File: config.mk
export PLATFORM = sky130hd
export DESIGN_NAME = control_path
export DESIGN_NICKNAME = d
export VERILOG_FILES = /design/src/rtl/control_path.sv
export SDC_FILE = /design/constraint.sdc
export NUM_CORES = 1
export LEC_CHECK = 0
export BUFFER_PORTS_ARGS = -buffer_cell sky130_fd_sc_hd__buf_2
export CELL_PAD_IN_SITES_DETAIL_PLACEMENT = 0
export CELL_PAD_IN_SITES_GLOBAL_PLACEMENT = 1
export CORE_UTILIZATION = 44
export DETAILED_ROUTE_END_ITERATION = 16
export GPL_ROUTABILITY_DRIVEN = 0
export PLACE_DENSITY = 0.91
export SYNTH_ARGS = -nofsm -noshare
export SYNTH_HDL_FRONTEND = slang
export SYNTH_SLANG_ARGS = --single-unit
File: constraint.sdc
create_clock -name clk -period 4.34 [get_ports clk]
set_input_delay 0.651 -clock clk [delete_from_list [all_inputs] [get_ports clk]]
set_output_delay 0.651 -clock clk [all_outputs]
set_load 0.05 [all_outputs]
File: src/rtl/control_path.sv
// control_path: game-flow controller for the rhythm game.
//
// Sequences the title screen, active play, win screen and lose screen,
// and drives one-hot screen-select flags for the renderer and the
// note-address counter.
//
// Ports
//   clk         in   system clock
//   resetn      in   synchronous, active-low reset
//   key_1       in   start/retry pushbutton (raw, active-low, asynchronous)
//   key_2       in   back-to-title pushbutton (raw, active-low, asynchronous)
//   miss        in   miss strobe from datapath; each rising edge is one missed note
//   done        in   song-finished level from datapath
//   iface       out  title ("interface") screen active; the flag cannot carry
//                    its natural name because "interface" is a reserved word
//   map         out  play screen active
//   total_miss  out  miss count has reached MISS_LIMIT
//   win         out  win screen active
//   lose        out  lose screen active
//
// Parameters
//   MISS_LIMIT       missed notes that end the game as a loss
//   MISS_W           miss counter width, 2**MISS_W must exceed MISS_LIMIT
//   DEBOUNCE_CYCLES  stable-sample count for the key debouncer
//
// Build option
//   DEBOUNCE_EN  when defined, each synchronized key is debounced for
//                DEBOUNCE_CYCLES clocks before press detection; when
//                undefined, presses are detected directly on the
//                synchronized key.

// Per-key conditioning: synchronizer, optional debouncer and a
// high-to-low press detector. Sync and history flops reset to 1 (key
// released) so no false press appears after reset.
module key_press #(
    parameter int DEBOUNCE_CYCLES = 250000
) (
    input  logic clk,
    input  logic resetn,
    input  logic key,
    output logic press
);

    logic sync1;
    logic sync2;
    logic level;
    logic prev;

    always_ff @(posedge clk) begin
        if (!resetn) begin
            sync1 <= 1'b1;
            sync2 <= 1'b1;
        end else begin
            sync1 <= key;
            sync2 <= sync1;
        end
    end

`ifdef DEBOUNCE_EN
    localparam int CNT_W = $clog2(DEBOUNCE_CYCLES + 1);
    localparam logic [CNT_W-1:0] CNT_LAST = CNT_W'(DEBOUNCE_CYCLES - 1);

    logic             debounced;
    logic [CNT_W-1:0] cnt;

    // The debounced value flips only after DEBOUNCE_CYCLES consecutive
    // samples that disagree with it; any agreeing sample restarts the count.
    always_ff @(posedge clk) begin
        if (!resetn) begin
            debounced <= 1'b1;
            cnt       <= '0;
        end else if (sync2 == debounced) begin
            cnt <= '0;
        end else if (cnt == CNT_LAST) begin
            debounced <= sync2;
            cnt       <= '0;
        end else begin
            cnt <= cnt + 1'b1;
        end
    end

    assign level = debounced;
`else
    assign level = sync2;
`endif

    always_ff @(posedge clk) begin
        if (!resetn) begin
            prev <= 1'b1;
        end else begin
            prev <= level;
        end
    end

    assign press = !level && prev;

endmodule

module control_path #(
    parameter int MISS_LIMIT      = 10,
    parameter int MISS_W          = 8,
    parameter int DEBOUNCE_CYCLES = 250000
) (
    input  logic clk,
    input  logic resetn,
    input  logic key_1,
    input  logic key_2,
    input  logic miss,
    input  logic done,
    output logic iface,
    output logic map,
    output logic total_miss,
    output logic win,
    output logic lose
);

    typedef enum logic [1:0] {
        TITLE = 2'd0,
        PLAY  = 2'd1,
        WIN   = 2'd2,
        LOSE  = 2'd3
    } state_t;

    // One extra bit so count + miss_rise never wraps before the compare.
    localparam logic [MISS_W:0] LIMIT = MISS_LIMIT[MISS_W:0];

    state_t            state;
    state_t            state_next;
    logic [MISS_W-1:0] count;
    logic [MISS_W-1:0] count_next;
    logic [MISS_W:0]   miss_sum;
    logic              miss_prev;
    logic              miss_rise;
    logic              press_1;
    logic              press_2;

    key_press #(.DEBOUNCE_CYCLES(DEBOUNCE_CYCLES)) u_key_1 (
        .clk    (clk),
        .resetn (resetn),
        .key    (key_1),
        .press  (press_1)
    );

    key_press #(.DEBOUNCE_CYCLES(DEBOUNCE_CYCLES)) u_key_2 (
        .clk    (clk),
        .resetn (resetn),
        .key    (key_2),
        .press  (press_2)
    );

    always_ff @(posedge clk) begin
        if (!resetn) begin
            state     <= TITLE;
            count     <= '0;
            miss_prev <= 1'b0;
        end else begin
            state     <= state_next;
            count     <= count_next;
            miss_prev <= miss;
        end
    end

    assign miss_rise = miss && !miss_prev;
    assign miss_sum  = {1'b0, count} + {{MISS_W{1'b0}}, miss_rise};

    // In PLAY the loss check looks at the count including this cycle's
    // miss, so a limit-reaching miss beats a simultaneous done. In WIN and
    // LOSE key_2 is tested first so a double press returns to the title.
    always_comb begin
        state_next = state;
        count_next = count;
        case (state)
            TITLE: begin
                if (press_1) begin
                    state_next = PLAY;
                    count_next = '0;
                end
            end
            PLAY: begin
                if (miss_sum >= LIMIT) begin
                    state_next = LOSE;
                    count_next = LIMIT[MISS_W-1:0];
                end else if (done) begin
                    state_next = WIN;
                    count_next = miss_sum[MISS_W-1:0];
                end else if (press_2) begin
                    state_next = TITLE;
                    count_next = '0;
                end else begin
                    count_next = miss_sum[MISS_W-1:0];
                end
            end
            WIN, LOSE: begin
                if (press_2) begin
                    state_next = TITLE;
                    count_next = '0;
                end else if (press_1) begin
                    state_next = PLAY;
                    count_next = '0;
                end
            end
            default: begin
                state_next = TITLE;
                count_next = '0;
            end
        endcase
    end

    assign iface      = (state == TITLE);
    assign map        = (state == PLAY);
    assign win        = (state == WIN);
    assign lose       = (state == LOSE);
    assign total_miss = ({1'b0, count} >= LIMIT);

endmodule

* Word-level counts from Yosys, hierarchy flattened
Index checks and enable logic that the tools add are counted.
** Word-level totals
- Bits in registers :: 17
- Word-level logic and storage cells :: 36
** Operators by class
- Add/subtract/negate cells :: 1
- Magnitude comparators :: 2
- Equal/unequal tests :: 4
- Muxes and demuxes :: 12
- Reduce and logical (&&, ||, !) cells :: 8
** Operators by type and width (count)
- two-way mux 8 bit :: 5
- one-hot mux 8 bit (3 select lines) :: 1
- two-way mux 2 bit :: 5
- adder 8 x 1 -> 9 bit :: 1
- greater-or-equal comparator 9 x 4 -> 1 bit, second input constant :: 1
- greater-or-equal comparator 8 x 4 -> 1 bit, second input constant :: 1
- one-hot mux 2 bit (3 select lines) :: 1
- == test 2 bit, second input constant :: 2
- != test 4 x 2 -> 1 bit, second input constant :: 1
- logical AND 1 bit :: 3
- zero test 1 bit :: 3
- == test 2 x 1 -> 1 bit, second input constant :: 1
- zero test 2 bit :: 1
- OR reduction 2 bit :: 1

* Longest topological paths before layout
- Depth in word-level cells :: 7
- Depth in mapped cells :: 7

* By module
From an unflattened synthesis, not the netlist that was laid out.
** Second synthesis, totals
- Cell total of the unflattened synthesis :: 86
- Area, all modules :: 809.5 sq um
** By module, submodules not included
- control_path :: times used 1, cells each 72, area each 639.4 sq um, sequential area each 220.2 sq um
- key_press :: times used 2, cells each 7, area each 85.1 sq um, sequential area each 60.1 sq um

* Least setup slack after synthesis
OpenSTA, ideal clock, no wires.
- Path kind :: in2reg
- Start :: in miss
- End :: reg state[0]
- Arrival time :: 2.345 ns
- Required time :: 4.218 ns
- Setup slack :: 1.873 ns
- Stages on the path :: 6
- Buffers on the path :: 0
- Path through :: nor2b_1 -> ha_1 -> ha_1 -> or4_1 -> a32o_2 -> o311a_1
** On the way
- Longest elaborated chain between the ends :: 5
- Elaborated cells on any way between the ends :: 6
** Ends and longest elaborated chain
- from (decl) :: RTL line 108 : input logic miss,
- logical AND 1 bit (*) :: RTL line 163 : assign miss_rise = miss && !miss_prev;
- adder 8 x 1 -> 9 bit (*) :: RTL line 164 : assign miss_sum = {1'b0, count} + {{MISS_W{1'b0}}, miss_rise};
- greater-or-equal comparator 9 x 4 -> 1 bit (*) :: RTL line 180 : if (miss_sum >= LIMIT) begin
- two-way mux 2 bit :: RTL line 180
- one-hot mux 2 bit (3 select lines) :: RTL line 172 : case (state)
- to (signal assigned) :: RTL line 157 : state <= state_next;
- to (decl) :: RTL line 127 : state_t state;
Mark *: on every way between the ends. The rest lies on a longest branch, timed or not.
A chain may end at the register's enable or synchronous reset.

* Worst setup path in the final report
Same ends and word-level chain as after synthesis.

==> results.txt <==
run status -> completed
CP Launch Point -> miss
R2R cell count -> 5
Slew HR -> 49.8%
Clk pin slew, worst setup/hold paths -> 0.10 ns
share of power burned in the clock network -> 31.3%
Final Hold Violating Endpoints -> 0
vias in the first global route -> 703
Pint -> 204 uW
Mapped Area -> 868 um^2
worst r2r src -> count[0]
DRT Pass-1 Iters -> 5
# H-tree levels -> 1
Antenna Nets Post-Route -> 0
Worst setup EP type -> flop
Crit path top cell by count -> ha_1
net switching power -> 69.3 uW
Clk Latency, worst-skew pair -> 0.30 ns
Largest delay share family, worst path -> compound AO/OA/AOI/OAI gates
combinational share of power -> 8.8%
Final #Nets -> 122
Hold Path Depth -> 1
initial antenna violation count -> 0
Row Count -> 15
worst min-delay path class -> flop to flop
root buf cell -> clkbuf_4
switching share of power -> 25.4%
Die X -> 46.4 um
critical path peak fanout -> 7
dpl hpwl -> 1260 um
clk buf depth -> 2
area growth from synthesis to layout -> 11.0%
Worst path max stage delay -> 0.51 ns
critical path depth in cells -> 7
TritonCTS Sinks -> 17
# setup viols final -> 0
Pwr Total -> 273 uW
Post-synth EDFFs -> 0
CTS Hold Bufs -> 0
Die Y -> 46.4 um
WS Path Type -> input pin to flop
count leader, synth -> dfxtp_1
antenna cell count -> 0
CP endpoint -> state[0]
CTS Buf Count -> 3
#FFs+latches synth -> 17
first-pass GRT wire length -> 3040 um
measured slew at the worst slew-check pin -> 0.742 ns
RSZ-0062 raised after global routing -> no
R2R Setup Slk -> 2.17 ns
Vias -> 748
Setup TNS -> 0 ns
Post-synth ARST share -> 0%
register area share after synthesis -> 39.2%
top_reg_cell synth -> dfxtp_1
Yosys cell types -> 36
Max VDD drop -> 0.242 mV
Yosys warning total -> 0
Post-CTS Setup Bufs -> 0
GRT Overall Usage -> 19.8%
wire length per cell -> 12.8 um
starting density of the core -> 48.7%
Die Area -> 2160 um^2
Startpoint Class -> input pin
IO Port Bufs -> 10
ratio of cells with drive above 1 in the final layout -> 15.9%
Synth top area share -> 39.2%
largest cells by area after synthesis -> dfxtp_1 39%, nand2b_1 7.2%, o21ai_0 4.6%, and2_1 3.6%, nand2_1 3.0%
# DRC -> 0
CP cell instances -> buf_2 > nor2b_1 > ha_1 > ha_1 > or4_1 > a32o_2 > o311a_1
Post-CTS Resized -> 0
Setup WS pre-CTS -> 1.63 ns
Routed WL -> 1770 um
Crit path required time -> 4.53 ns
max_cap viols -> 0
synth cell count leaders -> 17 x dfxtp_1, 10 x nand2b_1, 8 x o21ai_0, 7 x nand2_1
Synth area leader -> dfxtp_1
Power Dens Cells -> 284 nW/um^2
IO Pins -> 11
reg-to-reg endpoint -> state[0]
fin. max-slew vios -> 0
setup ws final -> 1.96 ns
Iteration-0 DRC Markers -> 17
remaining global-route overflow -> 0
fmax -> 420 MHz
Critical Path AT -> 2.57 ns
core area -> 1780 um^2
CP max-delay cell -> or4_1
Clock Skews -> 0.00486 ns
Buf+Inv Stages, Crit Path -> 1
Avg Synthesized Cell Area -> 8.51 um^2
crit share post-route -> 54.8%
Post-Syn Instances -> 102
Pleak -> 0.000405 uW
largest net degree at the start of global routing -> 17
minimum clock period -> 2.38 ns
synthesized net count -> 110
Seq pwr share -> 59.9%
Final Hold Slack -> 0.422 ns
Vias/cell -> 5.42
CTS tree -> yes
## state kept, by name, indices dropped and copies added (netlist names)
name           cells
u_key_2.prev       1
state              2
u_key_1.level      1
u_key_1.prev       1
u_key_2.sync1      1
u_key_1.sync1      1
miss_prev          1
count              8
u_key_2.level      1
## area by class of cell
class,count,area [um^2]
Tap cell,25,31.3
Clock buffer,3,22.5
Inverter,4,15.0
Clock inverter,1,5.00
Fill cell,183,820
Timing Repair Buffer,10,50.0
Multi-Input combinational cell,78,499
Sequential cell,17,340
## worst min-delay path by stage
stage | start | slack [ns] | end
after floorplan | u_key_1.sync1 | 0.39 | u_key_1.level
after global placement | u_key_2.sync1 | 0.39 | u_key_2.level
after detailed placement | u_key_2.sync1 | 0.40 | u_key_2.level
after CTS | u_key_2.sync1 | 0.42 | u_key_2.level
after global routing | u_key_2.sync1 | 0.44 | u_key_2.level
final | u_key_2.sync1 | 0.42 | u_key_2.level
## per-layer routing
metal | vias up | wire length [um] | track usage [%]
met2 | 10 | 760 | 31.1
met5 | - | 0 | 0
met3 | 4 | 52 | 4.71
li1 | 394 | - | -
met4 | 0 | 23 | 7.06
met1 | 340 | 935 | 26.0
## per-stage QoR
step	instances	util, %	instance area [um^2]
final	138	54.0	963
after global routing	138	54.0	963
after CTS	138	54.0	963
after detailed placement	134	52.5	936
after global placement	134	52.5	936
after floorplan	102	-	868
## layout by cell type (no fill, tap or decap), types with 2 or more instances in the layout
cell,instances
a21boi_0,2
nand2_1,7
a21oi_1,3
nor2_1,5
nand3_1,3
o311a_1,2
dfxtp_1,17
buf_2,10
ha_1,2
o21ai_0,8
nor4b_1,2
nand2b_1,10
inv_1,4
nor3_1,3
nand4_1,2
clkbuf_4,3
nor3b_1,3
and2_1,5
nor2b_1,4
## power by group through the flow
stage          Combinational, uW  Sequential [uW]  Clock [uW]
2_1_floorplan               17.4              166           0
3_3_place_gp                23.7              167           0
3_5_place_dp                24.1              167           0
4_1_cts                     24.3              164        85.6
5_1_grt                     27.3              164        91.1
6_report                    24.0              164        85.5
## cells by family after synthesis
logic type	synth area share, %
buf+inv	3.31
flops	39.2
compound gates	21.3
simple gates	33.3
fa+ha+maj	2.88
(Power assumes the default switching activity.)
